`src/rtl/man_norm_pack.sv`:
```
// Normalize-and-pack back end of the FP add/sub mantissa path: carry right
// shift or iterative left shift with exponent tracking, then {sign,exp,frac}.
module man_norm_pack #(
  parameter int SIZE_MAN = 24,
  parameter int SIZE_EXP = 8
) (
  input  logic                         i_clk,
  input  logic                         i_rst,
  input  logic                         i_valid,
  output logic                         o_ready,
  input  logic                         i_sign,
  input  logic [SIZE_EXP-1:0]          i_exp,
  input  logic [SIZE_MAN:0]            i_man,
  output logic                         o_valid,
  input  logic                         i_ready,
  output logic [SIZE_EXP+SIZE_MAN-1:0] o_result,
  output logic                         o_zero,
  output logic                         o_ovf,
  output logic                         o_unf
);

  localparam int EW = SIZE_EXP + 1;
  localparam logic [EW-1:0] EXP_ONE = EW'(1);
  localparam logic [EW-1:0] EXP_MAX = {1'b0, {SIZE_EXP{1'b1}}};

  typedef enum logic [1:0] {IDLE, CHECK, SHIFT, DONE} state_t;

  state_t             state_q;
  logic               sign_q;
  logic [EW-1:0]      exp_q;
  logic [SIZE_MAN:0]  man_q;
  logic               zero_q;
  logic               ovf_q;
  logic               unf_q;
  logic [EW-1:0]      exp_inc;

  // The extra exponent bit lets the carry increment be tested without wrap.
  function automatic logic exp_saturates(input logic [EW-1:0] e);
    return e >= EXP_MAX;
  endfunction

  assign exp_inc = exp_q + EXP_ONE;
  assign o_ready = (state_q == IDLE) && !i_rst;

  always_ff @(posedge i_clk or posedge i_rst) begin
    if (i_rst) begin
      state_q  <= IDLE;
      sign_q   <= 1'b0;
      exp_q    <= '0;
      man_q    <= '0;
      zero_q   <= 1'b0;
      ovf_q    <= 1'b0;
      unf_q    <= 1'b0;
      o_valid  <= 1'b0;
      o_result <= '0;
      o_zero   <= 1'b0;
      o_ovf    <= 1'b0;
      o_unf    <= 1'b0;
    end else begin
      case (state_q)
        IDLE: begin
          if (i_valid) begin
            sign_q  <= i_sign;
            exp_q   <= {1'b0, i_exp};
            man_q   <= i_man;
            zero_q  <= 1'b0;
            ovf_q   <= 1'b0;
            unf_q   <= 1'b0;
            state_q <= CHECK;
          end
        end
        CHECK: begin
          if (man_q == '0) begin
            exp_q   <= '0;
            zero_q  <= 1'b1;
            state_q <= DONE;
          end else if (man_q[SIZE_MAN]) begin
            if (exp_saturates(exp_inc)) begin
              exp_q <= EXP_MAX;
              man_q <= '0;
              ovf_q <= 1'b1;
            end else begin
              exp_q <= exp_inc;
              man_q <= man_q >> 1;
            end
            state_q <= DONE;
          end else if (man_q[SIZE_MAN-1]) begin
            state_q <= DONE;
          end else begin
            state_q <= SHIFT;
          end
        end
        SHIFT: begin
          if (man_q[SIZE_MAN-1]) begin
            state_q <= DONE;
          end else if (exp_q <= EXP_ONE) begin
            // Out of exponent range: leave the fraction as a subnormal.
            exp_q   <= '0;
            unf_q   <= 1'b1;
            state_q <= DONE;
          end else begin
            man_q <= man_q << 1;
            exp_q <= exp_q - EXP_ONE;
          end
        end
        DONE: begin
          if (!o_valid) begin
            o_valid  <= 1'b1;
            o_result <= {sign_q, exp_q[SIZE_EXP-1:0], man_q[SIZE_MAN-2:0]};
            o_zero   <= zero_q;
            o_ovf    <= ovf_q;
            o_unf    <= unf_q;
          end else if (i_ready) begin
            o_valid <= 1'b0;
            o_zero  <= 1'b0;
            o_ovf   <= 1'b0;
            o_unf   <= 1'b0;
            state_q <= IDLE;
          end
        end
        default: state_q <= IDLE;
      endcase
    end
  end

endmodule

```
`config.mk`:
```
export PLATFORM = sky130hd
export DESIGN_NAME = man_norm_pack
export DESIGN_NICKNAME = d
export VERILOG_FILES = /design/src/rtl/man_norm_pack.sv
export SDC_FILE = /design/constraint.sdc
export NUM_CORES = 1
export LEC_CHECK = 0
export ABC_CLOCK_PERIOD_IN_PS = 4800
export CAP_MARGIN = 20
export CORE_ASPECT_RATIO = 2
export CORE_MARGIN = 10
export CORE_UTILIZATION = 57
export DETAILED_ROUTE_END_ITERATION = 8
export MAX_ROUTING_LAYER = met4
export PLACE_DENSITY = 0.86
export SKIP_CTS_REPAIR_TIMING = 1
export SYNTH_ARGS = -nofsm -noshare
export SYNTH_HDL_FRONTEND = slang
export SYNTH_SLANG_ARGS = --single-unit
```
`constraint.sdc`:
```
create_clock -name i_clk -period 4.8 [get_ports i_clk]
set_clock_uncertainty 0.15 [all_clocks]
set_input_delay 0.72 -clock i_clk [delete_from_list [all_inputs] [get_ports i_clk]]
set_output_delay 0.72 -clock i_clk [all_outputs]
set_load 0.01 [all_outputs]
```
==> results.toml <==
[detailed_routing]
wirelength_mm = 12.11
wl_per_cell_um = 20.52
drt_iter0_markers = 207
viasPerCell = 6.185
antenna_left = 0
vias = 3649
firstDrtPassIters = 4
post-route-drc-count = 0

[power]
power_density_nw_per_um2 = 824.8
irDropWorstVdd_uv = 479.1
power_leakage_nw = 2.078

[die]
initial_core_util = 0.5808
die_area_um2 = 11390
io_pins = 75
die_w_um = 80.62
rows = 44
core_area_um2 = 7212
die_h_um = 141.2

[clock_network]
cts.clk_slew.worst_paths_ns = 0.06
cts_tree = "yes"
clockBufferDepth = 2
cts_made_buffers = 9
cts_root_buffer = "clkbuf_16"
clk_latency_ns = 0.34
cts.sink_count = 76
ctsHtreeMaxLevel = 3

[critical_path]
cp-start-kind = "flip-flop"
cp_max_fo = 24
end_kind = "flip-flop"
crit_type = "flip-flop to flip-flop"
r2r_cells = 8
worst_ep_required_time_ns = 4.88
cp.arrival_ns = 3.24

[sta]
clock.fmax_ghz = 0.3162
finalCritPeriodShare = 0.6588
tightest_slew_ns = 0.9094
period_needed_ns = 3.162
slew_violations = 0
grt_setup_unrepaired = "false"
setup_viol = 0
slew-limit-headroom = 0.3937
setup_ws_ns = 1.638
finalHoldViolCount = 0
setup_tns_ns = 0

[outcome]
outcome = "completed"

[placement]
pre_cts_ws_ns = 1.731
dpl.hpwl_mm = 8.869
gp_congestion = 0.8880
numPortBuffers = 74

[global_routing]
grt_pass1_vias = 3732
antenna_found_initial = 0
grt_max_degree = 42
grt_pass1_wl_mm = 19.54
grt_overflow_total = 0
track_usage = 0.2255

[synthesis]
ys_seq_area_frac = 0.4540
synth_edf_count = 0
synth-seq-cells = 76
ys_types = 59
yosysWarnings = 0
ys.flop_type = "dfrtp_1"
netlist_instances = 434
syn_nets = 481
synth-async-reset-ratio = 1.000
avgSynthCellArea_um2 = 9.652
synth_area_um2 = 4189

[layout]
nets = 540
areaGrowthSynthToFinish_pct = 25.30
fill_cells = 533
drive_gt1_frac = 0.1345
post-route-util = 0.7278
multi_input_area_um2 = 2090
regArea_um2 = 1902
antennaDiodeCount = 0

[hold_path]
worstHoldPathCells = 1
hold_path.class = "flip-flop to flip-flop"

[run]
drv_cap = 0
critical path, stage by stage, from the launching register on:
cell and delay (ns):
dfrtp_1 0.58, inv_1 0.18, ha_1 0.23, o21bai_1 0.20, a41oi_1 0.24, o32a_1 0.26
and3_1 0.78, nor2_1 0.13, a311oi_1 0.30
cell usage in the layout, fill, tap and decap left out, types with 3 or more instances in the layout:
| cell | count |
|---|---|
| dfrtp_1 | 76 |
| clkdlybuf4s50_1 | 74 |
| nand2_1 | 53 |
| nor2_1 | 45 |
| mux2_2 | 33 |
| nor3_1 | 33 |
| a311oi_1 | 22 |
| inv_1 | 13 |
| a21oi_1 | 11 |
| xnor2_1 | 10 |
| o21ai_0 | 9 |
| ha_1 | 9 |
| clkbuf_16 | 9 |
| nand3_1 | 7 |
| a31oi_1 | 7 |
| buf_4 | 6 |
| nor4_1 | 5 |
| a22o_1 | 4 |
| nand4_1 | 3 |
| nor2b_1 | 3 |
| a41o_1 | 3 |
| nor3b_1 | 3 |
| mux2i_1 | 3 |
through the flow:
step	power, W	hold WS (ns)	instances	cell area (µm²)
floorplan	0.002838	0.3236	434	4189
global route	0.004626	0.3662	590	5249
finish	0.004329	0.3526	590	5249
global placement	0.003544	0.3324	574	4945
CTS	0.004329	0.3579	590	5249
detailed placement	0.003625	0.3455	574	4945
path summary, 6_finish.rpt:
path	start	endpoint	slack, ns
min in group asynchronous	i_rst	exp_q[7]	0.73
max reg2reg	exp_q[1]	man_q[19]	1.64
min	o_result[5]	o_result[5]	0.35
max	exp_q[1]	man_q[19]	1.64
max in group asynchronous	i_rst	man_q[22]	2.76
min reg2reg	o_result[5]	o_result[5]	0.35
report_power, final:
part	total [W]	internal, W	leakage [nW]	switching (W)
combinational	0.00230	0.00103	1.03	0.00127
clock	0.000688	0.000429	0.149	0.000259
sequential	0.00134	0.000968	0.902	0.000375
state kept, by name, summed over array words and instances, names as in the netlist, 2 cells and up:
signal	cells
o_result	32
man_q	25
exp_q	9
state_q	2
synth_stat cells (2+ instances only):
| master | number | area (µm²) |
|---|---|---|
| a211oi_1 | 2 | 15.01 |
| a31oi_1 | 7 | 43.79 |
| inv_1 | 14 | 52.55 |
| clkbuf_1 | 11 | 41.29 |
| o22ai_1 | 2 | 12.51 |
| nand3_1 | 7 | 35.03 |
| nor3b_1 | 3 | 22.52 |
| a311oi_1 | 22 | 192.7 |
| nand4_1 | 3 | 18.77 |
| and3_1 | 2 | 12.51 |
| dfrtp_1 | 76 | 1902 |
| buf_4 | 2 | 15.01 |
| buf_2 | 16 | 80.08 |
| buf_1 | 3 | 11.26 |
| o211a_1 | 2 | 20.02 |
| nor2b_1 | 4 | 25.02 |
| nor3_1 | 33 | 165.2 |
| o21ai_0 | 9 | 45.04 |
| mux2_2 | 33 | 371.6 |
| nor3_2 | 2 | 20.02 |
| xnor2_1 | 10 | 87.58 |
| ha_1 | 9 | 112.6 |
| a22o_1 | 4 | 35.03 |
| a2bb2oi_1 | 2 | 17.52 |
| nor4_1 | 5 | 31.28 |
| and4b_1 | 2 | 20.02 |
| o211ai_1 | 2 | 15.01 |
| o21bai_1 | 2 | 15.01 |
| o32a_1 | 2 | 20.02 |
| mux2i_1 | 3 | 30.03 |
| a21oi_1 | 11 | 55.05 |
| a221oi_1 | 2 | 17.52 |
| o21ai_1 | 2 | 10.01 |
| a21boi_0 | 2 | 15.01 |
| nand2_1 | 53 | 198.9 |
| a41o_1 | 3 | 30.03 |
| nor2_1 | 45 | 168.9 |
area by class of cell:
| cell class | count | area share |
|---|---|---|
| inverters | 14 | 0.01001 |
| clock inverters | 4 | 0.009058 |
| repair buffers | 80 | 0.1497 |
| well taps | 92 | 0.02193 |
| clock buffers | 12 | 0.04887 |
| multi-input cells | 312 | 0.3981 |
| flip-flops and latches | 76 | 0.3623 |
metal layers:
metal,GRT usage,share of wire,up-vias
met4,0.1007,0.035,0
met2,0.3908,0.56,121
li1,-,-,1695
met3,0.04841,0.047,30
met1,0.2333,0.36,1803
met5,-,0,-
kinds of logic after synthesis:
family	share of synthesized area
buffers and inverters	0.04779
multiplexers	0.09588
AND/OR/NAND/NOR	0.1912
adder cells (fa/ha/maj)	0.02688
AO/OA/AOI/OAI	0.1634
XOR/XNOR	0.02091
flip-flops	0.4540
Note: power is estimated with default switching activity, not from simulation.
